File: src/rtl/dma_read_streamer.sv
// DMA read streamer: fetches len words over a Wishbone classic read port
// and forwards them through a small FIFO onto a valid/ready stream.
module dma_read_streamer #(
   parameter int FIFO_DEPTH = 4
) (
   input  logic        clk,
   input  logic        rst_n,
   input  logic        start,
   input  logic [31:0] src_addr,
   input  logic [15:0] len,
   output logic        busy,
   output logic        done,
   output logic        wb_cyc_o,
   output logic        wb_stb_o,
   output logic        wb_we_o,
   output logic [3:0]  wb_sel_o,
   output logic [31:0] wb_adr_o,
   input  logic [31:0] wb_dat_i,
   input  logic        wb_ack_i,
   output logic        m_tvalid,
   output logic [31:0] m_tdata,
   output logic        m_tlast,
   input  logic        m_tready
);

   localparam int PTR_W = $clog2(FIFO_DEPTH);
   localparam int CNT_W = PTR_W + 1;

   typedef enum logic [2:0] {IDLE, REQ, GAP, WAIT, DRAIN} state_e;

   state_e           state_q;
   logic             stb_q;
   logic             busy_q;
   logic             done_q;
   logic [31:0]      addr_q;
   logic [15:0]      remaining_q;

   logic [31:0]      fifo_data_q [FIFO_DEPTH];
   logic             fifo_last_q [FIFO_DEPTH];
   logic [PTR_W-1:0] wr_ptr_q;
   logic [PTR_W-1:0] rd_ptr_q;
   logic [CNT_W-1:0] count_q;
   logic [CNT_W-1:0] count_d;

   logic             push;
   logic             pop;
   logic             fifo_empty;
   logic             fifo_full;
   logic             head_last;
   logic             last_pop;
   logic             last_tag;
   logic             addr_lsb_unused;

   // Word alignment is forced, so the two low address bits are never used.
   assign addr_lsb_unused = ^src_addr[1:0];

   assign push       = (state_q == REQ) && wb_ack_i;
   assign fifo_empty = (count_q == '0);
   assign fifo_full  = (count_q == CNT_W'(FIFO_DEPTH));
   assign pop        = !fifo_empty && m_tready;
   assign head_last  = fifo_last_q[rd_ptr_q];
   assign last_pop   = pop && head_last;
   assign last_tag   = (remaining_q == 16'd1);

   assign busy     = busy_q;
   assign done     = done_q;
   assign wb_cyc_o = stb_q;
   assign wb_stb_o = stb_q;
   assign wb_we_o  = 1'b0;
   assign wb_sel_o = 4'hF;
   assign wb_adr_o = addr_q;

   // Head data is gated so the stream outputs read zero whenever the FIFO is empty.
   assign m_tvalid = !fifo_empty;
   assign m_tdata  = fifo_empty ? 32'h0 : fifo_data_q[rd_ptr_q];
   assign m_tlast  = !fifo_empty && head_last;

   always_comb begin
      count_d = count_q;
      case ({push, pop})
         2'b10:   count_d = count_q + CNT_W'(1);
         2'b01:   count_d = count_q - CNT_W'(1);
         default: count_d = count_q;
      endcase
   end

   always_ff @(posedge clk) begin
      if (push) begin
         fifo_data_q[wr_ptr_q] <= wb_dat_i;
         fifo_last_q[wr_ptr_q] <= last_tag;
      end
   end

   always_ff @(posedge clk or negedge rst_n) begin
      if (!rst_n) begin
         wr_ptr_q <= '0;
         rd_ptr_q <= '0;
         count_q  <= '0;
      end else begin
         if (push) wr_ptr_q <= wr_ptr_q + PTR_W'(1);
         if (pop)  rd_ptr_q <= rd_ptr_q + PTR_W'(1);
         count_q <= count_d;
      end
   end

   // The last word may already leave the FIFO during GAP, so completion is
   // detected there as well as in DRAIN.
   always_ff @(posedge clk or negedge rst_n) begin
      if (!rst_n) begin
         state_q     <= IDLE;
         stb_q       <= 1'b0;
         busy_q      <= 1'b0;
         done_q      <= 1'b0;
         addr_q      <= 32'h0;
         remaining_q <= 16'h0;
      end else begin
         done_q <= 1'b0;
         case (state_q)
            IDLE: begin
               if (start) begin
                  addr_q      <= {src_addr[31:2], 2'b00};
                  remaining_q <= len;
                  if (len == 16'h0) begin
                     done_q <= 1'b1;
                  end else begin
                     state_q <= REQ;
                     stb_q   <= 1'b1;
                     busy_q  <= 1'b1;
                  end
               end
            end
            REQ: begin
               if (wb_ack_i) begin
                  addr_q      <= addr_q + 32'd4;
                  remaining_q <= remaining_q - 16'd1;
                  stb_q       <= 1'b0;
                  state_q     <= GAP;
               end
            end
            GAP: begin
               if (remaining_q == 16'h0) begin
                  if (last_pop) begin
                     state_q <= IDLE;
                     busy_q  <= 1'b0;
                     done_q  <= 1'b1;
                  end else begin
                     state_q <= DRAIN;
                  end
               end else if (!fifo_full) begin
                  state_q <= REQ;
                  stb_q   <= 1'b1;
               end else begin
                  state_q <= WAIT;
               end
            end
            WAIT: begin
               if (!fifo_full) begin
                  state_q <= REQ;
                  stb_q   <= 1'b1;
               end
            end
            DRAIN: begin
               if (last_pop) begin
                  state_q <= IDLE;
                  busy_q  <= 1'b0;
                  done_q  <= 1'b1;
               end
            end
            default: begin
               state_q <= IDLE;
               stb_q   <= 1'b0;
               busy_q  <= 1'b0;
            end
         endcase
      end
   end

endmodule
File: config.mk
export PLATFORM = sky130hd
export DESIGN_NAME = dma_read_streamer
export DESIGN_NICKNAME = d
export VERILOG_FILES = /design/src/rtl/dma_read_streamer.sv
export SDC_FILE = /design/constraint.sdc
export NUM_CORES = 1
export LEC_CHECK = 0
export ABC_AREA = 1
export CAP_MARGIN = 20
export CORE_MARGIN = 1.5
export CORE_UTILIZATION = 49
export DETAILED_ROUTE_END_ITERATION = 8
export GPL_TIMING_DRIVEN = 1
export PLACE_DENSITY = 0.77
export REMOVE_ABC_BUFFERS = 1
export SLEW_MARGIN = 15
export SYNTH_ARGS = -nofsm -noshare
export SYNTH_HDL_FRONTEND = slang
export SYNTH_SLANG_ARGS = --single-unit
export TNS_END_PERCENT = 20
File: constraint.sdc
create_clock -name clk -period 2.8 [get_ports clk]
set_input_delay 0.56 -clock clk [delete_from_list [all_inputs] [get_ports clk]]
set_output_delay 0.56 -clock clk [all_outputs]
set_load 0.01 [all_outputs]
==> run metrics <==
initial antenna violation count=2; Setup crit start kind=register; clock skew=0.01253 ns; CTS Buf Count=17; area leader, netlist=edfxtp_1; register area share after synthesis=0.5699; Fmax achieved=373.8 MHz; Placed Cells=1475; Worst IR Drop VDD=0.0006489 V; critical path type=reg2out; status=complete, no violations; die area=20330 um^2; pins over their slew limit=0; Final setup viols=0; via count=7833; Post-Layout Inst Area=11970 um^2; top_reg_cell synth=edfxtp_1; Final Util=0.6336; via/cell ratio=5.194; power density over the cells=1090 nW/um^2; TritonCTS clock tree=built; Area growth syn-to-layout=25.40%; Initial Utilization=0.5052; Core Region=18890 um^2; FP Rows=50; synth unique cells=38; grt total ovfl=0; Period minus WS final=2.675 ns; critical path startpoint=rd_ptr_q[0]; first-pass iteration count of the detailed router=5; Leakage=4.718 nW; worst-skew pair later-pin latency=0.44 ns; chip width=142.6 um; Setup Fix Bufs, Post-CTS=0; unrepaired setup endpoints after global routing=no; # clock sinks=191; Detail Route Antenna Nets=0; number of fill cells=1599; WP data required=2.24 ns; Multi-input gate area=3602 um^2; die height=142.6 um; Max clock buf depth=2; layout cells sized above 1=0.06175; largest net degree at the start of global routing=78; Worst Hold Slack=0.1086 ns; Fin. Hold Viols=0; Post-synth ARST share=0.3089; Slew HR=0.5096; Clock transition at path regs=0.08 ns; Iter 0 DRT Violations=569; Yosys reg bits=191; Gate Count Post-Synth=1095; Reg-to-Reg Start=state_q[0]; total power=0.01305 W; cells on worst reg2reg path=9; Hold Path Class=in2async; Layout Nets=1329; Avg Inst Size Synth=8.717 um^2; Routed wire per std cell=15.22 um; most common cell in the synthesized netlist=nor2_1; Synth area leaders=edfxtp_1 42%, dfrtp_1 15%, nor2_1 9.5%, nand2_1 9.2%, o21ai_0 5.2%; Post-Synthesis Cell Area=9545 um^2; gpl congestion=0.9043; Buffers on Ports=150; total global-route track usage=0.2334; htree depth=4; drt drc=0; Area after DPL=11370 um^2; # Max-Cap Violations=0; first-pass GRT wire length=36640 um; Tightest Pin Transition=0.7356 ns; routed wire length=22950 um; Synth top area share=0.4153; hpwl dp=15160 um; critical path endpoint category=output pin; Reg area=5441 um^2; top cells by count, synth=241 x nor2_1, 235 x nand2_1, 132 x edfxtp_1; number of synthesized flops with an enable pin=132; Top Ports=160; Layout Cells excl Fill=1508; Yosys warnings=0; Final Cycle Share=0.9553; CP max FO=54; number of global-route vias before repair=7352; root buf cell=clkbuf_16; crit path DAT=2.11 ns
[metal layers]
| metal | track usage | vias to the layer above | wire length [um] |
|---|---|---|---|
| met5 | 0 | - | 12 |
| met4 | 0.05969 | 2 | 195 |
| met1 | 0.2966 | 3690 | 9890 |
| li1 | - | 3890 | - |
| met3 | 0.05013 | 17 | 1498 |
| met2 | 0.4057 | 234 | 11350 |
[cells by family (layout without fill, tap and decap cells)]
group           Yosys count  count (layout)  synth area share
compound gates          190             190            0.1057
xor+xnor                 11              11           0.01009
fa+ha+maj                10              10           0.01389
buf+inv                 126             273           0.05859
flops                   191             191            0.5699
other cells               2               8         0.0007868
simple gates            565             565            0.2411
[sequential cells by signal (all words and copies together), names as in the netlist, 2 cells and up]
| name | flops |
|---|---|
| rd_ptr_q | 2 |
| remaining_q | 16 |
| count_q | 3 |
| fifo_data_q | 128 |
| wb_adr_o | 30 |
| wr_ptr_q | 2 |
| fifo_last_q | 4 |
| state_q | 3 |
[area by class of cell]
cell class	count	area share
repair buffers	167	0.1455
inverters	74	0.02320
clock buffers	17	0.03554
clock inverters	15	0.01286
multi-input cells	783	0.3009
diodes	1	0.0002091
flip-flops and latches	191	0.4546
well taps	260	0.02718
[through the flow]
stage / setup slack [ns] / setup TNS [ns]
4_1_cts: 0.03173 / 0
6_report: 0.1251 / 0
5_1_grt: 0.007949 / 0
3_3_place_gp: 0.3875 / 0
3_5_place_dp: 0.3535 / 0
2_1_floorplan: -0.3190 / -47.59
[worst max-delay path: stages (launching register included)]
cell             delay [ns]
dfrtp_2                0.40
buf_12                 0.26
nor2_1                 0.08
nor2_1                 0.08
o21ai_0                0.10
a21oi_1                0.17
clkdlybuf4s50_1        0.59
[power breakdown]
group	total (W)	switching (W)	internal, W
logic	0.00639	0.00367	0.00272
clock network	0.00238	0.00112	0.00126
registers	0.00428	0.000584	0.00370
total	0.0130	0.00538	0.00767
[final timing paths]
check,to,slack (ns)
worst max-delay path,m_tdata[11],0.13
worst min-delay path,wb_adr_o[19],0.11
worst max register to register,count_q[2],0.76
worst min register to register,busy,0.48
max in group asynchronous,rd_ptr_q[0],1.96
min in group clk,busy,0.48
[cell usage in the layout (no fill, tap or decap), drive strengths merged, types with 2 or more instances in the layout]
master,count
o21ai,106
xor2,6
clkinvlp,2
nor3,3
o21a,11
buf,18
o22ai,3
a21oi,60
conb,7
nand4,7
a31oi,2
clkdlybuf4s50,145
ha,9
inv,81
clkbuf,17
nand2,239
xnor2,5
edfxtp,132
nand3,56
dlymetal6s2s,4
or2,14
dfrtp,59
nand3b,2
o211ai,5
clkinv,5
nor2,242
[timing repair]
item | CTS | global route
resized for setup | 0 | 6
hold buffers | 0 | 0
setup endpoints to repair | 0 | 10
No activity file was read; power rests on OpenSTA's default activity.
